==> config.mk <==
export PLATFORM = sky130hd
export DESIGN_NAME = cursor_cascade_ctrl
export DESIGN_NICKNAME = d
export VERILOG_FILES = /design/src/rtl/cursor_cascade_ctrl.sv
export SDC_FILE = /design/constraint.sdc
export NUM_CORES = 1
export LEC_CHECK = 0
export CAP_MARGIN = 20
export CORE_MARGIN = 2
export CORE_UTILIZATION = 35
export CTS_CLUSTER_SIZE = 20
export DETAILED_ROUTE_END_ITERATION = 7
export PLACE_DENSITY_LB_ADDON = 0.05
export SLEW_MARGIN = 10
export SYNTH_ARGS = -nofsm -noshare
export SYNTH_HDL_FRONTEND = slang
export SYNTH_SLANG_ARGS = --single-unit
==> constraint.sdc <==
create_clock -name clk -period 4.6 [get_ports clk]
set_clock_uncertainty 0.1 [all_clocks]
set_input_delay 0.92 -clock clk [delete_from_list [all_inputs] [get_ports clk]]
set_output_delay 0.92 -clock clk [all_outputs]
set_load 0.05 [all_outputs]
==> src/rtl/cursor_cascade_ctrl.sv <==
// Cursor controller for cascaded display boards: debounced left/right buttons, carry/borrow cascade, digit-scan select.
// Build macro AUTO_REPEAT_EN adds hold-to-repeat stepping on both buttons.
module cursor_cascade_ctrl #(
  parameter int NPOS       = 8,
  parameter int POS_W      = 3,
  parameter int CASC_W     = 5,
  parameter int WRAP       = 1,
  parameter int DEB_CYCLES = 4,
  parameter int NDIGITS    = 8,
  parameter int SEL_W      = 3,
  parameter int SCAN_DIV   = 16
) (
  input  logic              clk,
  input  logic              resetbutton,
  input  logic              leftbutton,
  input  logic              rightbutton,
  input  logic [CASC_W-1:0] left_in,
  output logic [CASC_W-1:0] right_out,
  output logic [POS_W-1:0]  pos_c,
  output logic [SEL_W-1:0]  sel
);

  localparam int DEB_W = (DEB_CYCLES > 1) ? $clog2(DEB_CYCLES) : 1;
  localparam int PRE_W = (SCAN_DIV > 1) ? $clog2(SCAN_DIV) : 1;
  localparam int SUM_W = POS_W + 2;

  // Bit 0 = left button, bit 1 = right button throughout.
  logic [1:0]            r_sync1;
  logic [1:0]            r_sync2;
  logic [1:0]            r_level;
  logic [1:0]            r_level_d;
  logic [1:0][DEB_W-1:0] r_deb_cnt;
  logic [1:0]            w_edge;
  logic [1:0]            w_step;

  logic [POS_W-1:0]      r_pos;
  logic [CASC_W-1:0]     r_out;
  logic [SEL_W-1:0]      r_sel;
  logic [PRE_W-1:0]      r_pre;

  logic [SUM_W-1:0]      w_sum;
  logic                  w_neg;
  logic                  w_over;
  logic [POS_W-1:0]      w_pos_nxt;
  logic [CASC_W-1:0]     w_out_nxt;

  always_ff @(posedge clk or negedge resetbutton) begin
    if (!resetbutton) begin
      r_sync1   <= '0;
      r_sync2   <= '0;
      r_level   <= '0;
      r_level_d <= '0;
      r_deb_cnt <= '0;
    end else begin
      r_sync1   <= {rightbutton, leftbutton};
      r_sync2   <= r_sync1;
      r_level_d <= r_level;
      // The level only flips after DEB_CYCLES consecutive disagreeing samples.
      for (int i = 0; i < 2; i++) begin
        if (r_sync2[i] == r_level[i]) begin
          r_deb_cnt[i] <= '0;
        end else if (r_deb_cnt[i] == DEB_W'(DEB_CYCLES - 1)) begin
          r_level[i]   <= r_sync2[i];
          r_deb_cnt[i] <= '0;
        end else begin
          r_deb_cnt[i] <= r_deb_cnt[i] + DEB_W'(1);
        end
      end
    end
  end

  assign w_edge = r_level & ~r_level_d;

`ifdef AUTO_REPEAT_EN
  localparam int HOLD_CYCLES   = 1024;
  localparam int REPEAT_PERIOD = 256;
  localparam int REP_W         = $clog2(HOLD_CYCLES);

  logic [1:0][REP_W-1:0] r_rep_cnt;
  logic [1:0]            w_rep;

  always_ff @(posedge clk or negedge resetbutton) begin
    if (!resetbutton) begin
      r_rep_cnt <= '0;
    end else begin
      // After the first repeat the counter restarts REPEAT_PERIOD short of the threshold.
      for (int i = 0; i < 2; i++) begin
        if (!r_level[i]) begin
          r_rep_cnt[i] <= '0;
        end else if (r_rep_cnt[i] == REP_W'(HOLD_CYCLES - 1)) begin
          r_rep_cnt[i] <= REP_W'(HOLD_CYCLES - REPEAT_PERIOD);
        end else begin
          r_rep_cnt[i] <= r_rep_cnt[i] + REP_W'(1);
        end
      end
    end
  end

  always_comb begin
    w_rep = '0;
    for (int i = 0; i < 2; i++) begin
      w_rep[i] = r_level[i] && (r_rep_cnt[i] == REP_W'(HOLD_CYCLES - 1));
    end
  end

  assign w_step = w_edge | w_rep;
`else
  assign w_step = w_edge;
`endif

  always_comb begin
    w_sum = SUM_W'(r_pos) + SUM_W'(w_step[1]) + SUM_W'(left_in[0])
          - SUM_W'(w_step[0]) - SUM_W'(left_in[1]);
    w_neg     = w_sum[SUM_W-1];
    w_over    = !w_neg && (w_sum >= SUM_W'(NPOS));
    w_pos_nxt = w_sum[POS_W-1:0];
    w_out_nxt = left_in;
    w_out_nxt[1:0] = 2'b00;
    // Delta is bounded to +/-2 and NPOS >= 3, so one correction is enough.
    if (WRAP != 0) begin
      if (w_neg) begin
        w_pos_nxt      = POS_W'(w_sum + SUM_W'(NPOS));
        w_out_nxt[1:0] = 2'b10;
      end else if (w_over) begin
        w_pos_nxt      = POS_W'(w_sum - SUM_W'(NPOS));
        w_out_nxt[1:0] = 2'b01;
      end
    end else begin
      if (w_neg) begin
        w_pos_nxt = '0;
      end else if (w_over) begin
        w_pos_nxt = POS_W'(NPOS - 1);
      end
    end
  end

  always_ff @(posedge clk or negedge resetbutton) begin
    if (!resetbutton) begin
      r_pos <= '0;
      r_out <= '0;
    end else begin
      r_pos <= w_pos_nxt;
      r_out <= w_out_nxt;
    end
  end

  always_ff @(posedge clk or negedge resetbutton) begin
    if (!resetbutton) begin
      r_pre <= '0;
      r_sel <= '0;
    end else if (r_pre == PRE_W'(SCAN_DIV - 1)) begin
      r_pre <= '0;
      r_sel <= (r_sel == SEL_W'(NDIGITS - 1)) ? '0 : r_sel + SEL_W'(1);
    end else begin
      r_pre <= r_pre + PRE_W'(1);
    end
  end

  assign pos_c     = r_pos;
  assign right_out = r_out;
  assign sel       = r_sel;

endmodule
Word level (Yosys, flattened, before mapping)
Index checks and enable logic that the tools add are counted.
Widths: inputs -> output; s select.
Word-level totals
  bits of input ports: 9
  word-level logic and storage cells: 46
  bits in registers: 27
  bits in latches: 0
  memory bits (read-only): 0
  memories: 0
  RAM bits: 0
Cells by class
  bitwise gates (word level): 4
  reduce and logical (&&, ||, !) cells: 4
  eq/ne operators: 6
  div/mod/pow operators: 0
  mux-type cells: 10
  magnitude comparators: 1
  $add $sub $neg: 10
  shift-type cells: 0
  multipliers: 0
Operator list (number)
  $mux 2: 5
  $sub 5x1->5: 2
  $mux 3: 3
  $add 3x1->3 const B: 2
  $add 4x1->5: 1
  $ge 5x4->1 const B: 1
  $add 2x1->2 const B: 2
  $add 3x1->4: 1
  $add 4x1->4 const B: 1
  $eq 2x2->1 const B: 2
  $eq 4x4->1 const B: 1
  $mux 4: 1
  $reduce_and 2->1: 2
  $eq 3x3->1 const B: 1
  $sub 3x1->3 const B: 1
  $and 2x2->2: 1
  $eq 1x1->1: 2
  $not 1->1: 2
  $not 2->2: 1
  $logic_and 1x1->1: 1
  $logic_not 1->1: 1
  $mux 1: 1

Longest topological paths before layout
  word-level depth: 10
  depth in mapped cells: 8
  mapped depth without buffers: 8

Worst setup path before layout
OpenSTA, ideal clock, no wires.
  path kind: input -> register
  start point: input left_in[1]
  end point: register r_out[0] (netlist: right_out[0])
  data arrival time: 2.693 ns
  path slack: 1.734 ns
  data required time: 4.427 ns
  stages: 7
  path buffers: 0
  cell sequence: fa_1 > inv_1 > fa_1 > ha_1 > fa_1 > xor2_1 > nor2_1
Between the ends
  longest elaborated chain between the ends: 5
RTL lines
  start: declaration: line 17  | input logic [CASC_W-1:0] left_in,
  $sub 5x1->5 *: line 113  | - SUM_W'(w_step[0]) - SUM_W'(left_in[1]);
  $ge 5x4->1 or $logic_not 1->1 (tied branches): line 115  | w_over = !w_neg && (w_sum >= SUM_W'(NPOS));
  $logic_and 1x1->1: line 115
  $mux 1: line 124  | end else if (w_over) begin
  $mux 2 *: line 121  | if (w_neg) begin
  net w_out_nxt[0]: line 45  | logic [CASC_W-1:0] w_out_nxt;
  end signal: assignment: line 143  | r_out <= w_out_nxt;
  end: declaration: line 37  | logic [CASC_W-1:0] r_out;
Mark *: on every way through the listed nets, which the timed path passes. The rest lies on a longest branch.
A chain may end at the register's enable or synchronous reset.

Worst setup path after layout
Same ends and word-level chain as after synthesis.

==> results.md <==
* Outcome: complete, but fails checks
* Failing checks: DRC
* Chip height at 58.8 um
* Final Net Count at 115
* Slew @ Worst Pin at 504 ps
* Vias in the first global route at 604
* Period utilisation layout at 0.655
* Average size of a mapped cell at 15.0 um2
* I/O Buffers at 19
* Post-synth EDFFs at 0
* Syn Std Cell Area at 1050 um2
* Final Slew Violations at 0
* Critical Path End: right_out[0]
* Vias at 575
* H-Tree Depth at 1
* Initial antenna violation count at 0
* Power Dens Cells at 540 nW/um2
* Max clock buf depth at 2
* Post-DP Area at 1290 um2
* Sequential share of the synthesized area at 0.642
* Row count at 19
* Peak Freq at 0.332 GHz
* Net count after synthesis at 90
* Gr ovfl total at 0
* WP data arrival at 3170 ps
* Routed wire length at 1440 um
* Largest net degree at the start of global routing at 20
* Antenna Cells at 0
* Crit path launch: left_in[1]
* Reg power frac at 0.457
* Final setup TNS at 0 ps
* Worst path required time at 4760 ps
* RSZ-0062 raised after global routing: false
* Layout cells sized above 1 at 0.117
* Kind of critical path: input port to flip-flop
* Yosys cell types at 16
* Relative slew slack at 0.663
* Hold buffers post-CTS at 0
* Syn Inst Count at 70
* Synthesized flop and latch total at 27
* Post-CTS sizing at 0
* GRT Resource Usage Total at 0.100
* RR Startpoint: r_level[0]
* CP max stage delay at 540 ps
* CP Capture Type: flip-flop
* Root Driver: clkbuf_4
* First-pass GRT wire length at 2570 um
* Leakage at 0.618 nW
* Hold depth at 0
* Crit-path max FO at 2
* CP Cell Sequence: clkdlybuf4s50_1 > fa_1 > inv_1 > fa_1 > ha_1 > fa_1 > xor2_1 > nor2_1
* I/O pin count at 20
* Die W at 58.8 um
* Remaining DRCs at 2
* Cell internal pwr at 0.448 mW
* Clock transition at path regs at 140 ps
* Skew-Pair Late Insertion Delay at 320 ps
* Setup slack after layout at 1590 ps
* Net Sw Power at 0.263 mW
* Asr flop ratio synth at 1.00
* FF-to-FF End: right_out[0]
* Yosys synthesis warning count at 0
* Synth Flop Type: dfrtp_1
* Full die area at 3460 um2
* CP dominant cell by count: fa_1
* Routed Antenna Nets at 0
* Final Hold Viols at 0
* Final setup fails at 0
* Drt via density at 4.60
* Core ar. at 2810 um2
* Max Cap Violations at 0
* Hold Path Class: flip-flop to flip-flop
* Drt first pass iters at 5
* Setup Fix Bufs, Post-CTS at 0
* Area growth syn-to-layout at 25.1%
* CTS buffer count at 3
* R2r setup slk at 2100 ps
* HPWL reported at the end of detailed placement at 1090 um
* Switching Fraction at 0.370
* Worst r2r path cells at 8
* Final Wtd Congestion at 0.683
* Most frequent cells in the layout: 27 x dfrtp_1, 19 x clkdlybuf4s50_1, 8 x ha_1
* First DRT Iteration DRCs at 7
* Design Area, Final at 1320 um2
* Fin crit period at 3010 ps
* Comb power frac at 0.404
* Peak VDD IR at 0.000180 V
* Initial Utilization at 0.375
* Clock network fraction of design power at 0.139
* CP max stage cell: fa_1
* WL/cell at 11.5 um
* CTS tree: done
* Commonest non-fill, non-tap cell in the layout: dfrtp_1
* Pre-CTS WS at 1230 ps
* Clock Sinks at 27
* CP startpoint kind: input port
## flip-flops by register name (all words and copies together), names as in the netlist
register / count
right_out: 5
sel: 3
r_sync2: 2
pos_c: 3
r_sync1: 2
r_deb_cnt: 4
r_pre: 4
r_level: 2
r_level_d: 2
## per-stage QoR
stage	power (mW)	std cells	hold WS [ps]	utilization
floorplan	0.532	70	231	-
detailed placement	0.626	121	237	0.459
global placement	0.619	121	233	0.459
global route	0.777	125	278	0.469
finish	0.711	125	265	0.469
CTS	0.730	125	271	0.469
## layer usage
layer	wire (um)	GRT usage
met5	0	0
met3	94	0.0440
met2	701	0.171
met4	16	0.0195
met1	623	0.117
## worst max-delay path, delay by kind of cell
kind                     cells  cell delay [ps]
adder cells (fa/ha/maj)      4             1530
XOR/XNOR                     1              170
AND/OR/NAND/NOR              1               80
buffers and inverters        2              480
## cells in the mapped netlist, types with 2 or more instances
master	count	area (um2)
dfrtp_1	27	676
fa_1	3	60.1
ha_1	8	100
inv_1	7	26.3
mux2_2	5	56.3
nor2_1	2	7.51
nor2b_1	6	37.5
nor3_1	2	10.0
xnor2_1	2	17.5
xor2_1	2	17.5
## final cells by class
type / instances / area, um2
flip-flops and latches: 27 / 676
well taps: 31 / 38.8
clock inverters: 1 / 5.00
inverters: 7 / 26.3
repair buffers: 20 / 198
clock buffers: 3 / 22.5
fillers: 265 / 1490
multi-input cells: 36 / 350
## worst min-delay path by stage
| stage | start | to |
|---|---|---|
| 6_report | r_sync1[1] | r_sync2[1] |
| 5_1_grt | r_sync1[1] | r_sync2[1] |
| 4_1_cts | r_sync1[1] | r_sync2[1] |
| 3_5_place_dp | r_sync1[1] | r_sync2[1] |
| 3_3_place_gp | r_sync1[0] | r_sync2[0] |
| 2_1_floorplan | r_sync1[0] | r_sync2[0] |
## power by group through the flow
stage	Combinational [mW]	Clock, mW	Sequential (mW)
2_1_floorplan	0.125	0	0.407
3_3_place_gp	0.288	0	0.331
3_5_place_dp	0.295	0	0.332
4_1_cts	0.294	0.109	0.327
5_1_grt	0.327	0.117	0.333
6_report	0.287	0.0992	0.325
## cell families after synthesis
logic type | share of synthesized area
buffers and inverters | 0.0250
and+or+nand+nor | 0.0785
adders and majority gates | 0.152
AOI/OAI and AO/OA | 0.0155
xor gates and xnor gates | 0.0333
DFF | 0.642
muxes | 0.0535
No activity file was read; power rests on OpenSTA's default activity.
